<file path="config.mk">
export PLATFORM = sky130hd
export DESIGN_NAME = sc_mem_arbiter
export DESIGN_NICKNAME = d
export VERILOG_FILES = /design/src/rtl/sc_bus_pkg.sv /design/src/rtl/sc_rr_arb2.sv /design/src/rtl/sc_mem_arbiter.sv
export SDC_FILE = /design/constraint.sdc
export NUM_CORES = 1
export LEC_CHECK = 0
export BUFFER_PORTS_ARGS = -buffer_cell sky130_fd_sc_hd__clkbuf_2
export CAP_MARGIN = 20
export CORE_AREA = 4 4 118 120
export DETAILED_ROUTE_END_ITERATION = 6
export DIE_AREA = 0 0 122 124
export GPL_TIMING_DRIVEN = 0
export PLACE_DENSITY_LB_ADDON = 0.12
export SLEW_MARGIN = 10
export SYNTH_ARGS = -nofsm -noshare
export SYNTH_HDL_FRONTEND = slang
export SYNTH_SLANG_ARGS = --single-unit
</file>
<file path="constraint.sdc">
create_clock -name clk_sc -period 1.89 [get_ports clk_sc]
set_input_delay 0.0945 -clock clk_sc [delete_from_list [all_inputs] [get_ports clk_sc]]
set_output_delay 0.0945 -clock clk_sc [all_outputs]
set_load 0.01 [all_outputs]
</file>
<file path="src/rtl/sc_bus_pkg.sv">
// sc_bus_pkg: shared state encoding and bus constants for the smartcard SRAM arbiter.
package sc_bus_pkg;
   typedef enum logic [1:0] {IDLE, ACCESS, RESP} sc_state_e;
   localparam int SC_DATA_W = 32;
   localparam int SC_STRB_W = 4;
   localparam int SC_REQ_M0 = 0;
   localparam int SC_REQ_M1 = 1;
endpackage

</file>
<file path="src/rtl/sc_rr_arb2.sv">
// sc_rr_arb2: combinational two-way round-robin picker; on a tie the requester not granted last wins.
module sc_rr_arb2
   import sc_bus_pkg::*;
(
   input  logic [1:0] req,
   input  logic       last_grant,
   output logic [1:0] grant
);
   assign grant[SC_REQ_M0] = req[SC_REQ_M0] & (~req[SC_REQ_M1] | last_grant);
   assign grant[SC_REQ_M1] = req[SC_REQ_M1] & (~req[SC_REQ_M0] | ~last_grant);
endmodule

</file>
<file path="src/rtl/sc_mem_arbiter.sv">
// sc_mem_arbiter: round-robin sharing of the single-port SRAM between the CPU (m0) and a DMA master (m1).
// Define SC_ARB_PROT_EN to confine m1 to the [PROT_BASE, PROT_BASE+PROT_SIZE) window.
module sc_mem_arbiter
   import sc_bus_pkg::*;
#(
   parameter int                ADDR_W    = 32,
   parameter logic [ADDR_W-1:0] PROT_BASE = 32'h0000_2000,
   parameter logic [ADDR_W-1:0] PROT_SIZE = 32'h0000_1000
) (
   input  logic                 clk_sc,
   input  logic                 resetn,
   input  logic                 m0_valid,
   input  logic [ADDR_W-1:0]    m0_addr,
   input  logic [SC_DATA_W-1:0] m0_wdata,
   input  logic [SC_STRB_W-1:0] m0_wstrb,
   output logic                 m0_ready,
   output logic [SC_DATA_W-1:0] m0_rdata,
   input  logic                 m1_valid,
   input  logic [ADDR_W-1:0]    m1_addr,
   input  logic [SC_DATA_W-1:0] m1_wdata,
   input  logic [SC_STRB_W-1:0] m1_wstrb,
   output logic                 m1_ready,
   output logic [SC_DATA_W-1:0] m1_rdata,
   output logic                 ram_en,
   output logic [SC_STRB_W-1:0] ram_we,
   output logic [ADDR_W-1:0]    ram_addr,
   output logic [SC_DATA_W-1:0] ram_wdata,
   input  logic [SC_DATA_W-1:0] ram_rdata,
   output logic                 prot_err,
   output logic                 busy
);
`ifdef SC_ARB_PROT_EN
   localparam bit PROT_ON = 1'b1;
`else
   localparam bit PROT_ON = 1'b0;
`endif
   sc_state_e  state;
   logic [1:0] gnt;
   logic       last_grant, grant, blk, win_m1, blk_n;
   sc_rr_arb2 u_arb (.req({m1_valid, m0_valid}), .last_grant(last_grant), .grant(gnt));
   assign win_m1 = gnt[SC_REQ_M1];
   // Unsigned offset compare covers both the below-base and past-end cases in one test
   assign blk_n = PROT_ON && win_m1 && ((m1_addr - PROT_BASE) >= PROT_SIZE);
   assign m0_rdata = m0_ready ? ram_rdata : '0;
   assign m1_rdata = (m1_ready && !blk) ? ram_rdata : '0;
   always_ff @(posedge clk_sc or negedge resetn) begin
      if (!resetn) begin
         state      <= IDLE;
         last_grant <= 1'b1;
         grant      <= 1'b0;
         blk        <= 1'b0;
         ram_en     <= 1'b0;
         ram_we     <= '0;
         ram_addr   <= '0;
         ram_wdata  <= '0;
         m0_ready   <= 1'b0;
         m1_ready   <= 1'b0;
         prot_err   <= 1'b0;
         busy       <= 1'b0;
      end else begin
         case (state)
            IDLE: if (|gnt) begin
               grant     <= win_m1;
               blk       <= blk_n;
               ram_en    <= !blk_n;
               ram_we    <= blk_n ? '0 : (win_m1 ? m1_wstrb : m0_wstrb);
               ram_addr  <= win_m1 ? m1_addr : m0_addr;
               ram_wdata <= win_m1 ? m1_wdata : m0_wdata;
               busy      <= 1'b1;
               state     <= ACCESS;
            end
            ACCESS: begin
               ram_en   <= 1'b0;
               ram_we   <= '0;
               m0_ready <= !grant;
               m1_ready <= grant;
               prot_err <= blk;
               state    <= RESP;
            end
            RESP: begin
               m0_ready   <= 1'b0;
               m1_ready   <= 1'b0;
               prot_err   <= 1'b0;
               busy       <= 1'b0;
               last_grant <= grant;
               state      <= IDLE;
            end
            default: state <= IDLE;
         endcase
      end
   end
endmodule
</file>
; ---- Yosys cells after proc, flatten, opt, wreduce, memory -nomap -nowiden
; Index checks and enable logic that the tools add are counted.
[word_totals]
ff_bits = 77
output_inout_bits = 137
wordCells = 46
[classes]
bitwise_logic = 7
muxes = 15
n_reduce_logical = 10
n_eq_ne = 3
[ops]
columns = operator, n
row1 = $mux W32, 4
row2 = $mux W4, 2
row3 = $pmux W1 S2, 4
row4 = $pmux W4 S2, 1
row5 = $reduce_and A2 Y1, 3
row6 = $reduce_bool A2 Y1, 3
row7 = $pmux W2 S2, 1
row8 = $reduce_or A2 Y1, 2
row9 = $not A1 Y1, 3
row10 = $and A1 B1 Y1, 2
row11 = $eq A2 B1 Y1 const B, 1
row12 = $eq A2 B2 Y1 const B, 1
row13 = $logic_not A2 Y1, 1
row14 = $mux W1, 2
row15 = $mux W2, 1
row16 = $ne A2 B2 Y1 const B, 1
row17 = $or A1 B1 Y1, 2
row18 = $logic_not A1 Y1, 1

; ---- Depth between registers and ports, before layout
[logic_depth]
depth_word = 6
depth_mapped = 8
ltp_nobuf = 5

; ---- Hierarchy
; A second synthesis with hierarchy kept.
[hier_totals]
cells_unflattened = 410
hier_area_um2 = 4045.1
[by_module_without_submodules]
columns = module, instances, area_each_um2, cells_each, seq_area_each_um2
row1 = sc_mem_arbiter, 1, 4026.4, 407, 1903.1
row2 = sc_rr_arb2, 1, 18.8, 3, 0.0

; ---- Worst setup path after synthesis
; Ideal clock, no wire load.
[synth_timing]
path_kind = register to register
from = register state[0]
to = register ram_we[0]
path_slack_ns = 0.309
stages_incl_launch_ff = 6
t_required_ns = 1.812
t_arrival_ns = 1.503
setup_time_ns = 0.078
period_less_slack_ns = 1.581
path_cell_list = dfrtp_1 > inv_1 > ha_1 > or3b_2 > o21ai_0 > o2bb2ai_1
[synth_between]
elab_chain_cells = 3
elab_cells_between_ends = 6
[synth_lines]
columns = item, line_no
row1 = from (decl), sc_mem_arbiter.sv:37  ; sc_state_e state;
row2 = from (signal assigned), sc_mem_arbiter.sv:48  ; state <= IDLE;
row3 = from (signal assigned), sc_mem_arbiter.sv:70  ; state <= ACCESS;
row4 = from (signal assigned), sc_mem_arbiter.sv:78  ; state <= RESP;
row5 = $eq A2 B1 Y1 / $logic_not A2 Y1 (equally long branches), sc_mem_arbiter.sv:61  ; case (state)
row6 = $reduce_bool A2 Y1 (no line) / $ne A2 B2 Y1 (equally long branches), n/a
row7 = $reduce_and A2 Y1 (no line), n/a
row8 = to (signal assigned), sc_mem_arbiter.sv:66  ; ram_we <= blk_n ? '0 : (win_m1 ? m1_wstrb : m0_wstrb);
row9 = to (decl), sc_mem_arbiter.sv:25  ; output logic [SC_STRB_W-1:0] ram_we,
; Several ways; a longest one is shown, not always the timed one.
; A chain may end at the register's enable or synchronous reset.

; ---- Worst setup path after layout
; Same ends and word-level chain as after synthesis.

==> results.cfg <==
[floorplanning]
die_x_um = 122
initial_utilization = 0.3073
num_rows = 42
io_pins = 309
fp.dieArea_mm2 = 0.01513
fp.dieH_um = 124
coreArea_mm2 = 0.01298

[clocking]
path_clk_slew_ps = 60
cts_buffers = 9
root_buffer = clkbuf_16
htreeDepth = 3
cts.sinks = 76
clk_latency_ps = 340
clockBufferDepth = 2
cts_tree = done
post-cts-setup-buffers = 0

[grt]
grt_pass1_wl_um = 20130
grt_usage = 0.1711
antenna_found_initial = 0
gr-total-overflow = 0
grt_pass1_vias = 3924
grt_max_degree = 41

[detailed_routing]
drcViolationCount = 0
drt_wl_total_um = 13240
drtIter0Drc = 85
post_drt_wl_per_cell_um = 14.70
vias = 3972
viasPerCell = 4.408
postRouteAntennaNets = 0
dr.pass1.iters = 4

[worst_setup_path]
critical_path_arrival_ps = 1970
path_class = flip-flop to flip-flop
cp-end-kind = flip-flop
cp_cell_sequence = inv_1 > ha_4 > or3b_2 > o21ai_0 > o2bb2ai_1
reg2reg_depth = 5
timing.rr.start = state[0]$_DFFE_PN0P_
cpMaxStageDelayCell = or3b_2
regToRegSetupSlack_ps = 180
cp-start-kind = flip-flop
max_stage_delay_ps = 510
worstPathMaxFanout = 7
worst-endpoint-required_ps = 2150
timing.rr.end = ram_we[0]$_DFFE_PN0P_

[placed_design]
preCtsSetupSlack_ps = -88.06
place.gp.congestion = 0.7579
io_buffers = 307
dpl.hpwl_um = 10920

[worst_hold_path]
hp-class = primary input to flip-flop
hp-start = m1_wdata[30]
hold_end = ram_wdata[30]$_DFFE_PN0P_
hold_depth = 3

[timing]
timing.final.crit_share = 0.9067
setup_slack_ps = 176.2
hold_viol = 0
rsz0062_at_grt = no
drv_slew = 0
fin_worst_skew_ps = 6.467
worst_pin_slew_ps = 580.8
setup_viol = 0
timing.slew.headroom = 0.6128
fmax_ghz = 0.5835
period_minus_slack_ps = 1714
whs_ps = 37.11

[logic_synthesis]
synth_cell_type_count = 23
synthCells = 400
syn_area_per_cell_um2 = 9.972
synth_edf_count = 0
yosysTopAreaCell = dfrtp_1
ys_top_cells_by_area = dfrtp_1, mux2i_1, and2_1
syn-cell-area_mm2 = 0.003989
synth_ff_type = dfrtp_1
seq_area_frac_synth = 0.4771
synth_nets = 576
synth_seq_cells = 76
async_reset_ff_frac = 1.000
yosys_warnings = 0
synth_top_area_share = 0.4705

[outcome]
status = completed

[finish]
n_fill_cell = 1267
layout_commonest_cell = clkbuf_2
antenna_cells = 0
layout_common_cells = clkbuf_2, dfrtp_1, mux2i_1, o21ai_0, nand2_1
ff_latch_area_mm2 = 0.001903
layout.nets = 896
layout-drive-gt1-share = 0.4745
final_core_util = 0.4700
multiInputGateArea_mm2 = 0.001883
syn_to_final_growth_pct = 52.95

[job]
maxCapViolCount = 0

[power]
p_per_area_mw_per_mm2 = 1459
worst_ir_drop_vdd_v = 0.0005490
p_leak_uw = 0.003365
==> Yosys cell counts (4+ instances only) <==
master	count
o21ai_0	67
and2_1	64
nand2_1	66
clkbuf_1	17
inv_1	5
o21ai_1	6
dfrtp_1	75
buf_6	6
mux2i_1	68
ha_1	4
o2bb2ai_1	4
==> state kept, by name (all words and copies together) (netlist names) <==
name	cells
ram_en	1
state	2
m0_ready	1
ram_wdata	32
ram_we	4
last_grant	1
ram_addr	32
busy	1
grant	1
m1_ready	1
==> how the worst max path moves through the flow <==
stage,from,end,depth (start not counted)
finish,state[0]$_DFFE_PN0P_,ram_we[0]$_DFFE_PN0P_,5
global route,state[0]$_DFFE_PN0P_,ram_wdata[12]$_DFFE_PN0P_,7
CTS,state[0]$_DFFE_PN0P_,ram_wdata[29]$_DFFE_PN0P_,8
global placement,state[0]$_DFFE_PN0P_,ram_addr[16]$_DFFE_PN0P_,7
floorplan,state[0]$_DFFE_PN0P_,ram_we[0]$_DFFE_PN0P_,5
detailed placement,state[0]$_DFFE_PN0P_,ram_addr[14]$_DFFE_PN0P_,7
==> kinds of logic (layout without fill, tap and decap cells) <==
group / after synthesis / count (layout) / share of synthesized area
adder cells (fa/ha/maj): 4 / 4 / 0.01255
flip-flops: 76 / 76 / 0.4771
AO/OA/AOI/OAI: 81 / 81 / 0.1098
other: 1 / 1 / 0.0009401
AND/OR/NAND/NOR: 134 / 134 / 0.1694
buffers and inverters: 34 / 359 / 0.05395
multiplexers: 70 / 70 / 0.1763
==> worst max-delay path: cells and delay by family, from the launching register on <==
kind,cells,cell delay [ps]
fa+ha+maj,1,200
buf+inv,1,160
compound gates,2,390
simple gates,1,510
flops,1,380
==> stage by stage <==
stage / total power (uW) / area [um2] / cells / TNS (ps)
finish: 8902 / 6101 / 901 / 0
global route: 9686 / 6101 / 901 / 0
CTS: 9046 / 6086 / 901 / 0
detailed placement: 7253 / 5768 / 884 / -1748
global placement: 7163 / 5746 / 883 / -5473
floorplan: 5257 / 3989 / 400 / 0
==> routing by layer <==
layer	global-route usage	vias up	wire, um
li1	-	1993	-
met1	0.1990	1807	5207
met2	0.3063	158	6805
met3	0.04360	14	1039
met4	0.05952	0	191
met5	0	-	0
==> timing repair <==
action / 4_1_cts / 5_1_grt
setup endpoints to repair: 58 / 53
hold endpoints to repair: 39 / 0
hold buffers: 1 / 0
resized for setup: 3 / 5
==> area by class of cell <==
| class | instances | share of cell area |
|---|---|---|
| clock inverter | 6 | 0.01025 |
| timing repair buffer | 309 | 0.2572 |
| tap | 176 | 0.03610 |
| inverter | 5 | 0.003076 |
| buffer | 29 | 0.03363 |
| sequential | 76 | 0.3119 |
| multi-input combinational | 290 | 0.3087 |
| clock buffer | 10 | 0.03917 |
==> power breakdown <==
part           switching, uW  leakage [uW]  internal (uW)
Clock                    675      0.000153           1060
Combinational           2450       0.00228           1820
Sequential               455      0.000931           2440
No activity file was read; power rests on OpenSTA's default activity.
